`src/rtl/mem_readin_demux.sv`:
```
// mem_readin_demux
// Receive side of the projection readout stream. Each 52-bit word carries a
// BX tag [51:49], a destination memory index [48:45] and a payload [44:0].
// Accepted payloads are packed from slot 0 upward into one of NMEM memories,
// using a ping-pong page that flips at every event boundary. When an event
// closes, the per-memory item counts, overflow flags and drop count are
// published with a one-cycle nitems_valid pulse.
// Optional feature macro: MEM_READIN_BX_CHECK_EN (drop words whose BX tag
// differs from the BX of the open event).
module mem_readin_demux #(
   parameter int NMEM   = 12,
   parameter int DATA_W = 45,
   parameter int ADDR_W = 5,
   parameter int DEPTH  = 32
) (
   input  logic                       clk,
   input  logic                       reset,
   input  logic                       new_event,
   input  logic [2:0]                 BX,
   input  logic [51:0]                din,
   input  logic                       din_valid,
   output logic [NMEM-1:0]            wr_en,
   output logic [ADDR_W:0]            wr_addr,
   output logic [DATA_W-1:0]          wr_data,
   output logic [NMEM*(ADDR_W+1)-1:0] nitems,
   output logic                       nitems_valid,
   output logic                       nitems_page,
   output logic [NMEM-1:0]            overflow,
   output logic [7:0]                 drop_cnt
);

   // Counters are one bit wider than a slot address so DEPTH itself fits.
   localparam int CW = ADDR_W + 1;
   localparam logic [4:0]    NMEM_L  = 5'(NMEM);
   localparam logic [CW-1:0] DEPTH_L = CW'(DEPTH);

   typedef enum logic {IDLE, RUN} state_t;

   state_t            r_state;
   logic              r_page;
   logic [2:0]        r_cur_bx;
   logic [CW-1:0]     r_cnt [NMEM];
   logic [NMEM-1:0]   r_ovf;
   logic [7:0]        r_drop;

   logic [3:0]        w_idx;
   logic              w_idx_ok;
   logic              w_bx_ok;
   logic [NMEM-1:0]   w_onehot;
   logic [CW-1:0]     w_sel_cnt;
   logic              w_full;
   logic              w_run_word;
   logic              w_acc;
   logic              w_rej;
   logic [NMEM-1:0]   w_ovf_hit;
   logic [CW-1:0]     w_cnt_nxt [NMEM];
   logic [NMEM-1:0]   w_ovf_nxt;
   logic [7:0]        w_drop_nxt;

   // Drop counter increments but sticks at 255 instead of wrapping.
   function automatic logic [7:0] sat_inc8(input logic [7:0] v);
      return (v == 8'hFF) ? v : v + 8'd1;
   endfunction

   assign w_idx      = din[48:45];
   assign w_idx_ok   = {1'b0, w_idx} < NMEM_L;
   assign w_run_word = (r_state == RUN) && din_valid;

`ifdef MEM_READIN_BX_CHECK_EN
   assign w_bx_ok = (din[51:49] == r_cur_bx);
`else
   // Tag and event BX are carried but deliberately not compared in this build.
   logic w_unused_tag;
   assign w_unused_tag = ^{din[51:49], r_cur_bx};
   assign w_bx_ok      = 1'b1;
`endif

   // Decode the destination, fetch its fill level and compute next-state counts.
   always_comb begin
      w_onehot  = '0;
      w_sel_cnt = '0;
      for (int k = 0; k < NMEM; k++) begin
         if (w_idx == 4'(k)) begin
            w_onehot[k] = 1'b1;
            w_sel_cnt   = r_cnt[k];
         end
      end
      w_full    = (w_sel_cnt == DEPTH_L);
      w_acc     = w_run_word && w_idx_ok && w_bx_ok && !w_full;
      w_rej     = w_run_word && !w_acc;
      w_ovf_hit = (w_run_word && w_idx_ok && w_bx_ok && w_full) ? w_onehot : '0;
      for (int k = 0; k < NMEM; k++) begin
         w_cnt_nxt[k] = r_cnt[k] + {{(CW-1){1'b0}}, (w_acc && w_onehot[k])};
      end
      w_ovf_nxt  = r_ovf | w_ovf_hit;
      w_drop_nxt = w_rej ? sat_inc8(r_drop) : r_drop;
   end

   // Registered write port: strobe, {page, slot} address and payload one cycle after acceptance.
   always_ff @(posedge clk) begin
      if (reset) begin
         wr_en   <= '0;
         wr_addr <= '0;
         wr_data <= '0;
      end else begin
         wr_en <= w_acc ? w_onehot : '0;
         if (w_acc) begin
            wr_addr <= {r_page, w_sel_cnt[ADDR_W-1:0]};
            wr_data <= din[DATA_W-1:0];
         end
      end
   end

   // Event FSM: opens events, tracks per-event counters, publishes the snapshot on close.
   always_ff @(posedge clk) begin
      if (reset) begin
         r_state      <= IDLE;
         r_page       <= 1'b0;
         r_cur_bx     <= '0;
         r_ovf        <= '0;
         r_drop       <= '0;
         nitems       <= '0;
         nitems_valid <= 1'b0;
         nitems_page  <= 1'b0;
         overflow     <= '0;
         drop_cnt     <= '0;
         for (int k = 0; k < NMEM; k++) r_cnt[k] <= '0;
      end else begin
         nitems_valid <= 1'b0;
         case (r_state)
            IDLE: begin
               if (new_event) begin
                  r_state  <= RUN;
                  r_cur_bx <= BX;
                  r_page   <= 1'b0;
                  r_ovf    <= '0;
                  r_drop   <= '0;
                  for (int k = 0; k < NMEM; k++) r_cnt[k] <= '0;
               end
            end
            RUN: begin
               if (new_event) begin
                  // A word arriving with the strobe is already folded into the *_nxt values.
                  for (int k = 0; k < NMEM; k++) nitems[k*CW +: CW] <= w_cnt_nxt[k];
                  overflow     <= w_ovf_nxt;
                  drop_cnt     <= w_drop_nxt;
                  nitems_page  <= r_page;
                  nitems_valid <= 1'b1;
                  r_page       <= ~r_page;
                  r_cur_bx     <= BX;
                  r_ovf        <= '0;
                  r_drop       <= '0;
                  for (int k = 0; k < NMEM; k++) r_cnt[k] <= '0;
               end else begin
                  for (int k = 0; k < NMEM; k++) r_cnt[k] <= w_cnt_nxt[k];
                  r_ovf  <= w_ovf_nxt;
                  r_drop <= w_drop_nxt;
               end
            end
            default: r_state <= IDLE;
         endcase
      end
   end

endmodule
```
`config.mk`:
```
export PLATFORM = sky130hd
export DESIGN_NAME = mem_readin_demux
export DESIGN_NICKNAME = d
export VERILOG_FILES = /design/src/rtl/mem_readin_demux.sv
export SDC_FILE = /design/constraint.sdc
export NUM_CORES = 1
export LEC_CHECK = 0
export BUFFER_PORTS_ARGS = -buffer_cell sky130_fd_sc_hd__buf_2
export CAP_MARGIN = 20
export CORE_MARGIN = 4
export CORE_UTILIZATION = 40
export DETAILED_ROUTE_END_ITERATION = 8
export SYNTH_ARGS = -nofsm -noshare
export SYNTH_HDL_FRONTEND = slang
export SYNTH_SLANG_ARGS = --single-unit
export TNS_END_PERCENT = 30
```
`constraint.sdc`:
```
create_clock -name clk -period 4.9 [get_ports clk]
set_clock_uncertainty 0.15 [all_clocks]
set_input_delay 0.49 -clock clk [delete_from_list [all_inputs] [get_ports clk]]
set_output_delay 0.49 -clock clk [all_outputs]
set_load 0.01 [all_outputs]
```
==> key figures, run 1 <==
Clocking
  – Worst-path clk slew: 0.06 ns
  – Total CTS buffers: 28
  – Setup Fix Bufs, Post-CTS: 0
  – Post-CTS sizing: 0
  – Clk Tree Root Cell: clkbuf_16
  – CTS tree: yes
  – Clock latency on the worst-skew pair: 0.54 ns
  – CTS Hold Bufs: 0
  – Maximum root-to-sink buffer count: 3
  – CTS H-tree lvls: 1
  – TritonCTS Sinks: 251

Timing
  – Final Max Tran Viols: 0
  – Final worst slack: 0.9621 ns
  – Final-report setup violation count: 0
  – Min Tclk post-route: 3.938 ns
  – Hold Fails Final Rpt: 0
  – RSZ-0062 raised after global routing: false
  – Relative slew slack: 39.22%
  – Final TNS setup: 0 ns
  – Final Cycle Share: 80.37%
  – Fmax achieved: 253.9 MHz
  – Worst-Margin Slew: 0.9116 ns

Detailed routing
  – DRT Wirelength: 28560 um
  – Via density: 5.250
  – Routed WL per cell: 17.91 um
  – DRT Pass-1 Iters: 5
  – DRC viols: 0
  – DR iter-0 viols: 549
  – Vias: 8373
  – Post-DRT Antenna Nets: 0

Pwr
  – Leak pwr: 5.698 nW
  – Clk pwr share: 44.6%
  – Switch Pwr: 1.162 mW
  – VDD IR-drop max: 287.3 uV
  – Sw Share: 23.80%
  – Pwr Total: 4.883 mW
  – Internal power: 3.721 mW
  – Sequential group share of total power: 46.7%
  – Power Density: 378.8 nW/um^2
  – Combinational share of power: 8.6%

Yosys
  – Number of synthesis warnings: 0
  – Primary FF master, synth: dfxtp_1
  – Post-synthesis register bit count: 251
  – Seq/Total Area, Yosys: 54.38%
  – Yosys cell types: 53
  – Syn_nets: 1138
  – Top-area cell type share of the netlist area: 33.92%
  – Leading area contributor after synthesis: dfxtp_1
  – Mean Syn Cell Area: 10.02 um^2
  – EDFF count, synth: 72
  – Async SR Flop Fraction: 0%
  – Cell area after synthesis: 10570 um^2
  – Synth Instances: 1054
  – Top cells by area, synth: dfxtp_1 (34%), edfxtp_1 (20%), nor2_1 (6.9%)

Outcome
  – Status: completed

Worst hold path
  – Hold Crit Endpoint: wr_data[23]$_SDFFE_PP0N_
  – Hold Startpoint: din[23]
  – Hold Crit Depth: 3
  – Min-Delay Path Class: in2reg

Floorplan
  – Core area: 26060 um^2
  – Site Rows: 59
  – Die Span Y: 170.5 um
  – Die Footprint: 29080 um^2
  – Initial Utilization: 40.54%
  – Horiz. Die Dim: 170.5 um
  – I/O Pins: 216

Layout
  – Fill cells: 2467
  – Antenna cells: 0
  – Most frequent cells in the layout: buf_2 (208), nor2_1 (195), dfxtp_1 (179)
  – Share of cells above drive strength 1: 23.97%
  – Post-route cell area: 12890 um^2
  – Post-Layout Cell Count: 1595
  – Area grow syn2layout: 22.00%
  – Commonest non-fill, non-tap cell in the layout: buf_2
  – Final #Nets: 1323

Critical path
  – WS Path Type: reg2reg
  – Worst-path cell chain: mux2_4 > and3_1 > o221a_1 > o32a_1 > or4_4 > o21ai_4 > buf_12 > nor3_1 > ha_1 > and3_1 > nand3_1 > xor2_1 > buf_4 > a211oi_1
  – CP peak stage delay: 0.56 ns
  – Most common cell on crit path: and3_1
  – Slowest stage cell, crit path: or4_4
  – RR Endpoint: nitems[71]$_SDFFE_PP0P_
  – R2R cell count: 14
  – CP Buf/Inv Count: 2
  – CP required: 5.15 ns
  – Critical Path Start: r_cnt[0][20]$_SDFFCE_PN0P_
  – CP delay by family, top: simple AND/OR/NAND/NOR gates
  – FF-to-FF setup slack: 0.96 ns
  – Worst-path fanout max: 13
  – Critical path startpoint category: register
  – Critical path capture point type: register
  – Worst r2r src: r_cnt[0][20]$_SDFFCE_PN0P_
  – Data arrival, critical path: 4.18 ns

Placed design
  – DP Wirelength: 20320 um
  – Placed insts: 1544
  – Count of input and output buffers: 209
  – Pre-CTS WS: 0.4760 ns
  – Placed cell areas: 11920 um^2
  – RePlAce Congestion: 0.8054

Global route
  – Final global-route overflow total: 0
  – Initial antenna violation count: 0
  – Vias in the first global route: 8352
  – Largest net degree at the start of global routing: 80
  – GRT Util Overall: 19.08%
  – First-pass GRT wire length: 44970 um

Run
  – Max-cap violations: 0
==> power by group through the flow <==
stage | clock (mW) | combinational [mW] | sequential [mW]
CTS | 2.23 | 0.428 | 2.28
global placement | 0 | 0.424 | 2.32
detailed placement | 0 | 0.426 | 2.33
floorplan | 0 | 0.240 | 2.34
global route | 2.31 | 0.468 | 2.29
finish | 2.18 | 0.422 | 2.28
==> worst register-to-register path, stage by stage, from the launching register on <==
cell and delay [ns]:
edfxtp_1 0.47, mux2_4 0.30, and3_1 0.18, o221a_1 0.26
o32a_1 0.36, or4_4 0.56, o21ai_4 0.18, buf_12 0.15
nor3_1 0.05, ha_1 0.25, and3_1 0.19, nand3_1 0.10
xor2_1 0.35, buf_4 0.18, a211oi_1 0.06
==> through the flow <==
step | hold WS [ns] | util, %
detailed placement | 0.2961 | 45.76
finish | 0.03513 | 49.46
global placement | 0.2853 | 45.76
floorplan | 0.2742 | -
CTS | 0.005368 | 49.46
global route | 0.02326 | 49.46
==> sequential cells by signal (all words and copies together) (netlist names) <==
signal	cells
r_page	1
overflow	12
wr_data	45
nitems_valid	1
nitems_page	1
r_ovf	12
wr_addr	6
drop_cnt	8
r_drop	8
r_cnt	72
wr_en	12
nitems	72
r_state	1
==> cells in the mapped netlist (2+ instances only) <==
cell      instances
a211oi_1         62
a21oi_1          41
a22oi_1           6
a311oi_1          6
a31oi_1          11
a32oi_1           2
and2_1            3
and3_1           43
buf_1             5
buf_2            10
buf_4             5
clkbuf_1         60
dfxtp_1         179
edfxtp_1         72
ha_1             25
inv_1             2
mux2_2            8
mux2i_1          57
mux4_2            4
nand2_1          71
nand2b_1          5
nand3_1          35
nand4_1           5
nor2_1          195
nor2b_1           8
nor3_1           22
nor3b_1           4
nor4_1            6
o21ai_0          13
o21bai_1          2
o22ai_1           9
o31ai_1           2
or2_2             3
or3_1             8
xnor2_1          22
xor2_1           26
==> worst max path at each step <==
stage          slack, ns  cells after the start                          to
2_1_floorplan       0.87                     16  r_cnt[2][22]$_SDFFCE_PP0P_
3_3_place_gp        0.50                     15     nitems[71]$_SDFFE_PP0P_
3_5_place_dp        0.48                     15     nitems[71]$_SDFFE_PP0P_
4_1_cts             0.96                     14     nitems[71]$_SDFFE_PP0P_
5_1_grt             0.83                     14     nitems[71]$_SDFFE_PP0P_
6_report            0.96                     14     nitems[71]$_SDFFE_PP0P_
==> cell type report <==
class                      instances  area, um^2  area share, %
tap                              335       419.2          3.252
timing repair buffer             236        1264          9.804
inverter                           2       7.507        0.05824
sequential                       251        5746          44.57
clock buffer                      40       829.5          6.436
clock inverter                    11       136.4          1.058
multi-input combinational        720        4488          34.82
==> layer usage <==
layer	part of all wire [%]	track usage, %	wire length, um	vias up
met5	0	0	0	-
met4	2.4	5.035	673	0
met3	8.5	5.638	2424	43
met2	46	31.36	13050	277
met1	43	24.75	12410	3938
li1	-	-	-	4115
==> cell families (layout without fill, tap and decap cells) <==
family          Yosys count  after routing  synth area share, %
compound gates          166            166                10.60
fa+ha+maj                25             25                2.961
xor+xnor                 48             48                3.979
flops                   251            251                54.38
simple gates            411            411                17.52
mux                      70             70                7.248
buf+inv                  83            289                3.316
Note: power is estimated with default switching activity, not from simulation.
==> run 2: changes to the inputs <==
--- a/config.mk
+++ b/config.mk
@@ -5,6 +5,7 @@
 export SDC_FILE = /design/constraint.sdc
 export NUM_CORES = 1
 export LEC_CHECK = 0
+export ABC_AREA = 1
 export BUFFER_PORTS_ARGS = -buffer_cell sky130_fd_sc_hd__buf_2
 export CAP_MARGIN = 20
 export CORE_MARGIN = 4
==> constraint.sdc (replaced) <==
create_clock -name clk -period 3.8 [get_ports clk]
set_clock_uncertainty 0.15 [all_clocks]
set_input_delay 0.38 -clock clk [delete_from_list [all_inputs] [get_ports clk]]
set_output_delay 0.38 -clock clk [all_outputs]
set_load 0.01 [all_outputs]
==> key figures, run 2 <==
Global route
  – First-pass GRT wire length: 44440 um
  – Largest net degree at the start of global routing: 91
  – Vias in the first global route: 8578
  – GRT Util Overall: 18.47%
  – Final global-route overflow total: 0
  – Initial antenna violation count: 1

Detailed routing
  – Vias: 9059
  – DRT Pass-1 Iters: 5
  – Via density: 4.850
  – Routed WL per cell: 15.04 um
  – DRC viols: 0
  – DR iter-0 viols: 580
  – Post-DRT Antenna Nets: 0
  – DRT Wirelength: 28090 um

Worst hold path
  – Min-Delay Path Class: in2reg

Pwr
  – Switch Pwr: 1.507 mW
  – VDD IR-drop max: 274.9 uV
  – Internal power: 4.725 mW
  – Combinational share of power: 9.5%
  – Leak pwr: 6.027 nW
  – Clk pwr share: 42.7%
  – Sequential group share of total power: 47.8%
  – Power Density: 466.2 nW/um^2
  – Sw Share: 24.18%

Clocking
  – Worst-path clk slew: 0.06 ns
  – CTS H-tree lvls: 1
  – Maximum root-to-sink buffer count: 3
  – Total CTS buffers: 27
  – Setup Fix Bufs, Post-CTS: 0
  – CTS tree: yes
  – Clock latency on the worst-skew pair: 0.53 ns
  – Clk Tree Root Cell: clkbuf_16
  – TritonCTS Sinks: 251
  – Post-CTS sizing: 0

Timing
  – Final-report setup violation count: 0
  – Hold Fails Final Rpt: 0
  – Fmax achieved: 299.4 MHz
  – Hold WS: 0.01761 ns
  – Relative slew slack: 52.67%
  – RSZ-0062 raised after global routing: false
  – Worst-Margin Slew: 0.7075 ns
  – Final Max Tran Viols: 0
  – Final Cycle Share: 87.89%
  – Final TNS setup: 0 ns
  – Min Tclk post-route: 3.340 ns

Layout
  – Area grow syn2layout: 24.74%
  – Final #Nets: 1597
  – Biggest regs: nitems (72), r_cnt (72), wr_data (45)
  – Share of cells above drive strength 1: 19.05%
  – Post-Layout Cell Count: 1868
  – Most frequent cells in the layout: nor2_1 (262), buf_2 (209), dfxtp_1 (179)
  – Antenna cells: 0
  – Commonest non-fill, non-tap cell in the layout: nor2_1
  – Post-route cell area: 13370 um^2
  – Fill cells: 2444

Floorplan
  – I/O Pins: 216
  – Site Rows: 59
  – Die Span Y: 171.7 um
  – Initial Utilization: 40.89%
  – Die Footprint: 29470 um^2
  – Core area: 26210 um^2
  – Horiz. Die Dim: 171.7 um

Critical path
  – Worst-path fanout max: 14
  – RR Endpoint: nitems[28]$_SDFFE_PP0P_
  – CP required: 4.07 ns
  – Critical Path Start: r_cnt[0][3]$_SDFFCE_PN0P_
  – Data arrival, critical path: 3.61 ns
  – Worst Setup EP: nitems[28]$_SDFFE_PP0P_
  – R2R cell count: 17
  – Critical path capture point type: register
  – Critical path startpoint category: register
  – WS Path Type: reg2reg
  – Worst r2r src: r_cnt[0][3]$_SDFFCE_PN0P_
  – FF-to-FF setup slack: 0.46 ns

Outcome
  – Status: completed

Yosys
  – Top cells by area, synth: dfxtp_1 (33%), edfxtp_1 (20%), nor2_1 (9.2%)
  – Post-synthesis register bit count: 251
  – Primary FF master, synth: dfxtp_1
  – Cell area after synthesis: 10720 um^2
  – Number of synthesis warnings: 0
  – Syn_nets: 1363
  – Mean Syn Cell Area: 8.379 um^2
  – Seq/Total Area, Yosys: 53.61%
  – Count leader, synth: nor2_1
  – Yosys cell types: 31
  – Leading area contributor after synthesis: dfxtp_1
  – Synth Instances: 1279
  – Top-area cell type share of the netlist area: 33.44%
  – Commonest cells post-synth: nor2_1 (262), dfxtp_1 (179), nand2_1 (171)
  – EDFF count, synth: 72
  – Async SR Flop Fraction: 0%

Placed design
  – Count of input and output buffers: 209
  – RePlAce Congestion: 0.8331
  – DP Wirelength: 19440 um
  – Placed insts: 1778
  – Placed cell areas: 12040 um^2

Run
  – Max-cap violations: 0
-- run 2: power by group through the flow --
| stage | combinational [mW] | clock (mW) | sequential [mW] |
|---|---|---|---|
| finish | 0.591 | 2.66 | 2.98 |
| global route | 0.666 | 2.85 | 2.99 |
| CTS | 0.598 | 2.73 | 2.98 |
| detailed placement | 0.562 | 0 | 3.03 |
| global placement | 0.558 | 0 | 3.03 |
| floorplan | 0.300 | 0 | 3.07 |
-- run 2: final cells by class --
class / count / area, um^2 / area share [%]
timing repair buffer: 266 / 1614 / 12.07
inverter: 141 / 533.0 / 3.987
clock buffer: 43 / 858.3 / 6.421
sequential: 251 / 5746 / 42.98
tap: 335 / 419.2 / 3.136
multi-input combinational: 826 / 4143 / 30.99
clock inverter: 6 / 55.05 / 0.4118
-- run 2: cells by family after synthesis --
logic type,share of synthesized area (%)
AND/OR/NAND/NOR,20.63
adder cells (fa/ha/maj),2.919
buffers and inverters,7.776
XOR/XNOR,4.250
multiplexers,0.09341
flip-flops,53.61
AO/OA/AOI/OAI,10.72
-- run 2: worst min path at each step --
stage                               start                  endpoint  slack, ns  depth (start not counted)
finish                            din[27]  wr_data[27]$_SDFFE_PP0N_       0.02                          3
global route                      din[36]  wr_data[36]$_SDFFE_PP0N_      0.008                          3
CTS                               din[36]  wr_data[36]$_SDFFE_PP0N_      0.005                          3
detailed placement  r_ovf[2]$_SDFFE_PP0N_     r_ovf[2]$_SDFFE_PP0N_       0.30                          2
global placement    r_ovf[9]$_SDFFE_PP0N_     r_ovf[9]$_SDFFE_PP0N_       0.29                          2
floorplan           r_ovf[0]$_SDFFE_PP0N_     r_ovf[0]$_SDFFE_PP0N_       0.29                          2
-- run 2: metal layers --
metal | GRT usage [%] | share of wire, %
met3 | 3.470 | 6.6
met5 | 0 | 0.061
met2 | 30.21 | 45
met1 | 25.51 | 46
met4 | 4.271 | 2.2
-- run 2: worst max-delay path, cell delays in order (launching register included) --
cell      delay [ns]
edfxtp_1        0.46
nand3_1         0.14
nand4_1         0.18
nor2_1          0.16
nand4_1         0.13
nor2_1          0.15
nand4_1         0.16
nor2_1          0.15
nand3_2         0.11
nand2_2         0.34
nor2_1          0.08
ha_1            0.25
ha_1            0.23
nand3_1         0.10
xor2_1          0.20
nand2_1         0.08
o211ai_1        0.10
inv_1           0.06
-- run 2: metrics by stage --
step                      utilization (%)  setup WS (ns)  total power, mW
after floorplan                         -         0.7105            3.366
after global placement              45.96         0.2138            3.589
after detailed placement            45.96         0.1938            3.595
after CTS                           51.01         0.4884            6.306
after global routing                51.01         0.2255            6.506
final                               51.01         0.4602            6.232
-- run 2: repair_timing --
item	4_1_cts	5_1_grt
endpoints found under the setup margin	0	0
hold endpoints to repair	41	0
hold buffers	41	0
